File: config.mk
export PLATFORM = sky130hd
export DESIGN_NAME = pulse_timer
export DESIGN_NICKNAME = d
export VERILOG_FILES = /design/src/rtl/pulse_timer.sv
export SDC_FILE = /design/constraint.sdc
export NUM_CORES = 1
export LEC_CHECK = 0
export BUFFER_PORTS_ARGS = -buffer_cell sky130_fd_sc_hd__buf_2
export CAP_MARGIN = 20
export CORE_UTILIZATION = 53
export CTS_CLUSTER_DIAMETER = 200
export DETAILED_ROUTE_END_ITERATION = 16
export HOLD_SLACK_MARGIN = 0.05
export PLACE_DENSITY = 0.76
export SLEW_MARGIN = 20
export SYNTH_ARGS = -nofsm -noshare
export SYNTH_HDL_FRONTEND = slang
export SYNTH_SLANG_ARGS = --single-unit
File: constraint.sdc
create_clock -name clk -period 2 [get_ports clk]
set_input_delay 0.2 -clock clk [delete_from_list [all_inputs] [get_ports clk]]
set_output_delay 0.2 -clock clk [all_outputs]
set_load 0.02 [all_outputs]
File: src/rtl/pulse_timer.sv
// pulse_timer: per-channel trigger -> one pulse, q rises d+1 cycles after trigger and lasts wid cycles.
// No backpressure: busy triggers are ignored or restart the channel (RETRIG); PULSE_TIMER_OVR_EN adds ovr/ovr_clr.
module pulse_timer #(
  parameter int CHANNELS = 4,
  parameter int DLY_W    = 8,
  parameter int WID_W    = 8,
  parameter int RETRIG   = 0
) (
  input  logic                      clk,
  input  logic                      rst,
  input  logic [CHANNELS-1:0]       trig,
  input  logic [CHANNELS*DLY_W-1:0] dly,
  input  logic [CHANNELS*WID_W-1:0] wid,
`ifdef PULSE_TIMER_OVR_EN
  input  logic                      ovr_clr,
  output logic [CHANNELS-1:0]       ovr,
`endif
  output logic [CHANNELS-1:0]       q,
  output logic [CHANNELS-1:0]       busy
);

  typedef enum logic [1:0] {
    IDLE   = 2'd0,
    DELAY  = 2'd1,
    ACTIVE = 2'd2
  } state_t;

  localparam bit RETRIG_EN = (RETRIG != 0);

  genvar i;
  generate
    for (i = 0; i < CHANNELS; i++) begin : g_ch
      state_t           state;
      state_t           state_nxt;
      logic [DLY_W-1:0] dcnt;
      logic [DLY_W-1:0] dcnt_nxt;
      logic [WID_W-1:0] wcnt;
      logic [WID_W-1:0] wcnt_nxt;
      logic [WID_W-1:0] wlat;
      logic [WID_W-1:0] wlat_nxt;
      logic [DLY_W-1:0] d_in;
      logic [WID_W-1:0] w_in;
      logic             accept;
      logic             q_r;
      logic             busy_r;

      assign d_in = dly[i*DLY_W +: DLY_W];
      assign w_in = wid[i*WID_W +: WID_W];

      always_comb begin
        state_nxt = state;
        dcnt_nxt  = dcnt;
        wcnt_nxt  = wcnt;
        wlat_nxt  = wlat;
        accept    = trig[i] && ((state == IDLE) || RETRIG_EN);

        case (state)
          DELAY: begin
            if (dcnt == DLY_W'(1)) begin
              state_nxt = ACTIVE;
              wcnt_nxt  = wlat;
            end else begin
              dcnt_nxt = dcnt - DLY_W'(1);
            end
          end
          ACTIVE: begin
            if (wcnt == WID_W'(1)) begin
              state_nxt = IDLE;
            end else begin
              wcnt_nxt = wcnt - WID_W'(1);
            end
          end
          default: ;
        endcase

        // An accepted trigger overrides the countdown; a zero width abandons any pulse.
        if (accept) begin
          if (w_in == '0) begin
            state_nxt = IDLE;
          end else if (d_in == '0) begin
            state_nxt = ACTIVE;
            wcnt_nxt  = w_in;
          end else begin
            state_nxt = DELAY;
            dcnt_nxt  = d_in;
            wlat_nxt  = w_in;
          end
        end
      end

      always_ff @(posedge clk) begin
        if (rst) begin
          state  <= IDLE;
          dcnt   <= '0;
          wcnt   <= '0;
          wlat   <= '0;
          q_r    <= 1'b0;
          busy_r <= 1'b0;
        end else begin
          state  <= state_nxt;
          dcnt   <= dcnt_nxt;
          wcnt   <= wcnt_nxt;
          wlat   <= wlat_nxt;
          q_r    <= (state_nxt == ACTIVE);
          busy_r <= (state_nxt != IDLE);
        end
      end

      assign q[i]    = q_r;
      assign busy[i] = busy_r;

`ifdef PULSE_TIMER_OVR_EN
      logic ovr_r;

      // Set has priority over clear so a same-cycle overrun is never lost.
      always_ff @(posedge clk) begin
        if (rst) begin
          ovr_r <= 1'b0;
        end else if (trig[i] && busy_r && (w_in != '0)) begin
          ovr_r <= 1'b1;
        end else if (ovr_clr) begin
          ovr_r <= 1'b0;
        end
      end

      assign ovr[i] = ovr_r;
`endif
    end
  endgenerate

endmodule

==> out/results.tsv <==
metric	value	unit
outcome	finished, final reports clean	
crit_chain	ha_4 > or4bb_4 > nor3_4 > a22oi_1 > a311oi_1	
syn_to_final_growth	21.5	%
setup_ws	59.6	ps
start_util	54.5	%
final_area	7980	sq um
place.gp.congestion	0.976	
whs	55.7	ps
insertion_delay	360	ps
core_area	12100	sq um
drive_gt1_share	22.8	%
fp.dieW	113	microns
clkSinkCount	112	
first_global_vias	6414	
cp_top_family	simple AND/OR/NAND/NOR gates	
dp_hpwl	13400	microns
drc	0	
busiest_layer	met2	
numPortBuffers	77	
cts_root_buf	clkbuf_16	
grt_overflow	0	
relSlewSlack	45.2	%
die_area	12900	sq um
power	5280	uW
synth.avg_cell_area	8.16	sq um
finalSetupViolations	0	
pwr_density_cell	662	nW/um^2
fmax	515	MHz
synthFlopType	dfxtp_1	
ant_nets	0	
ir_worst_vdd	0.571	mV
syn-instance-count	805	
leakage	0.00303	uW
synth_edf_count	0	
num_rows	40	
met1_usage	36.3	%
synthArstFlopShare	0	%
synthTopCellsByArea	dfxtp_1 (34%), a21oi_1 (5.7%), ha_1 (5.3%)	
synth_area	6570	sq um
dp.cells	1075	
place_ws	-28.7	ps
diodes	0	
finalCritPeriodShare	97.0	%
drt-total-wl	18200	microns
post-synth-top-area-cell	dfxtp_1	
htree_levels	3	
clockBufferDepth	2	
grtUsageTotal	28.1	%
clkTransAtPathRegs	70	ps
crit_fanout	7	
rrSetupSlack	60	ps
crit_type	register to register	
grt.met3_usage	5.09	%
hold_class	input pin to register	
drtPass1Iterations	5	
via_per_inst	6.26	
crit_arrival	2210	ps
yosysMostFrequentCell	dfxtp_1	
worstSetupEndpointType	register	
grt_antenna_before_repair	0	
rsz0062_at_grt	yes	
cts_tree	yes	
fin_cells	1094	
synthDistinctLibCells	70	
placed_area	7510	sq um
grt_max_degree	23	
synth_top_area_share	34.1	%
hold_violations	0	
ios	78	
drv_cap	0	
fin_crit	1940	ps
final_nets	1020	
use_met2	47.2	%
max_stage_delay	550	ps
synth.yosys.seq_area_share	34.1	%
drt_iter0_markers	713	
worstMarginPinSlew	818	ps
crit_buf_inv	0	
fill_cells	1024	
synth.cells.most_frequent	dfxtp_1 (112), a21oi_1 (75), o21ai_0 (69)	
required	2270	ps
slew_viol_final	0	
grt_pass1_wl	29600	microns
synth_warnings	0	
die_height	113	microns
vias	6853	
syn_nets	903	
cpMaxStageDelayCell	or4bb_4	
cts_buffers	9	
skew	8.05	ps
post_drt_wl_per_cell	16.6	microns
startpoint_type	register	
synth_seq_cells	112	
==> registers in the layout, summed over array words and instances, names as in the netlist <==
register,flops
g_ch.state,8
g_ch.wcnt,32
g_ch.q_r,4
g_ch.dcnt,32
g_ch.busy_r,4
g_ch.wlat,32
==> path summary, 6_finish.rpt <==
path                endpoint  cells past startpoint       startpoint
min          g_ch[0].dcnt[5]                      2           dly[5]
max          g_ch[3].wcnt[0]                      5  g_ch[3].dcnt[0]
max reg2reg  g_ch[3].wcnt[0]                      5  g_ch[3].dcnt[0]
min reg2reg  g_ch[1].wlat[0]                      2  g_ch[1].wlat[0]
==> routing by layer <==
layer	share of wire (%)	wire length, microns	vias up
li1	-	-	3278
met1	44	7930	3254
met2	49	8810	292
met3	6.3	1150	29
met4	1.5	270	0
met5	0	0	-
==> cells in the final DEF (no fill, tap or decap), types with 7 or more instances in the layout <==
cell type | netlist | final
a21oi_1 | 75 | 70
a31oi_1 | 10 | 10
a211oi_1 | 13 | 13
a32oi_1 | 11 | 11
buf_4 | 9 | 72
o31ai_1 | 7 | 7
a221oi_1 | 7 | 7
clkbuf_16 | 0 | 9
ha_1 | 28 | 25
or4_1 | 13 | 12
a311oi_1 | 25 | 23
nor4_1 | 22 | 21
inv_1 | 37 | 34
nand2_1 | 60 | 60
buf_2 | 6 | 77
xnor2_1 | 16 | 16
nand3_1 | 40 | 40
nor2_1 | 65 | 64
dfxtp_1 | 112 | 108
nor3_1 | 15 | 14
a22o_1 | 7 | 7
o21ai_0 | 69 | 67
xor2_1 | 12 | 12
==> cell type report <==
cell class	instances	area, sq um	area share, %
multi-input cells	610	4130	51.7
flip-flops and latches	112	2250	28.1
repair buffers	152	966	12.1
clock buffers	10	239	2.99
well taps	168	210	2.63
inverters	37	139	1.74
clock inverters	5	56.3	0.705
==> what timing repair did <==
action	in CTS	in global routing
gates resized for setup	11	27
endpoints found under the setup margin	11	52
setup buffers	2	0
endpoints found under the hold margin	2	0
hold buffers	2	0
pin swaps	6	10
==> kinds of logic (layout without fill, tap and decap cells) <==
family	after synthesis	in the layout	synth area share [%]
AOI/OAI and AO/OA	284	284	29.5
xor gates and xnor gates	28	28	3.73
adders and majority gates	28	28	5.33
buffers and inverters	83	204	5.48
DFF	112	112	34.1
muxes	3	3	0.457
and+or+nand+nor	267	267	21.4
==> power breakdown <==
group          total (uW)  internal (uW)  switching [uW]  leakage (uW)
registers            2480           2360             121      0.000917
logic                 980            436             543       0.00197
clock network        1820            999             823      0.000145
total                5280           3800            1490       0.00303
==> stage by stage <==
stage	utilization [%]	TNS [ps]
after global placement	62.3	0
after global routing	66.2	-142
after floorplan	-	0
final	66.2	0
after detailed placement	62.3	-94.2
after CTS	65.3	0
No activity file was read; power rests on OpenSTA's default activity.
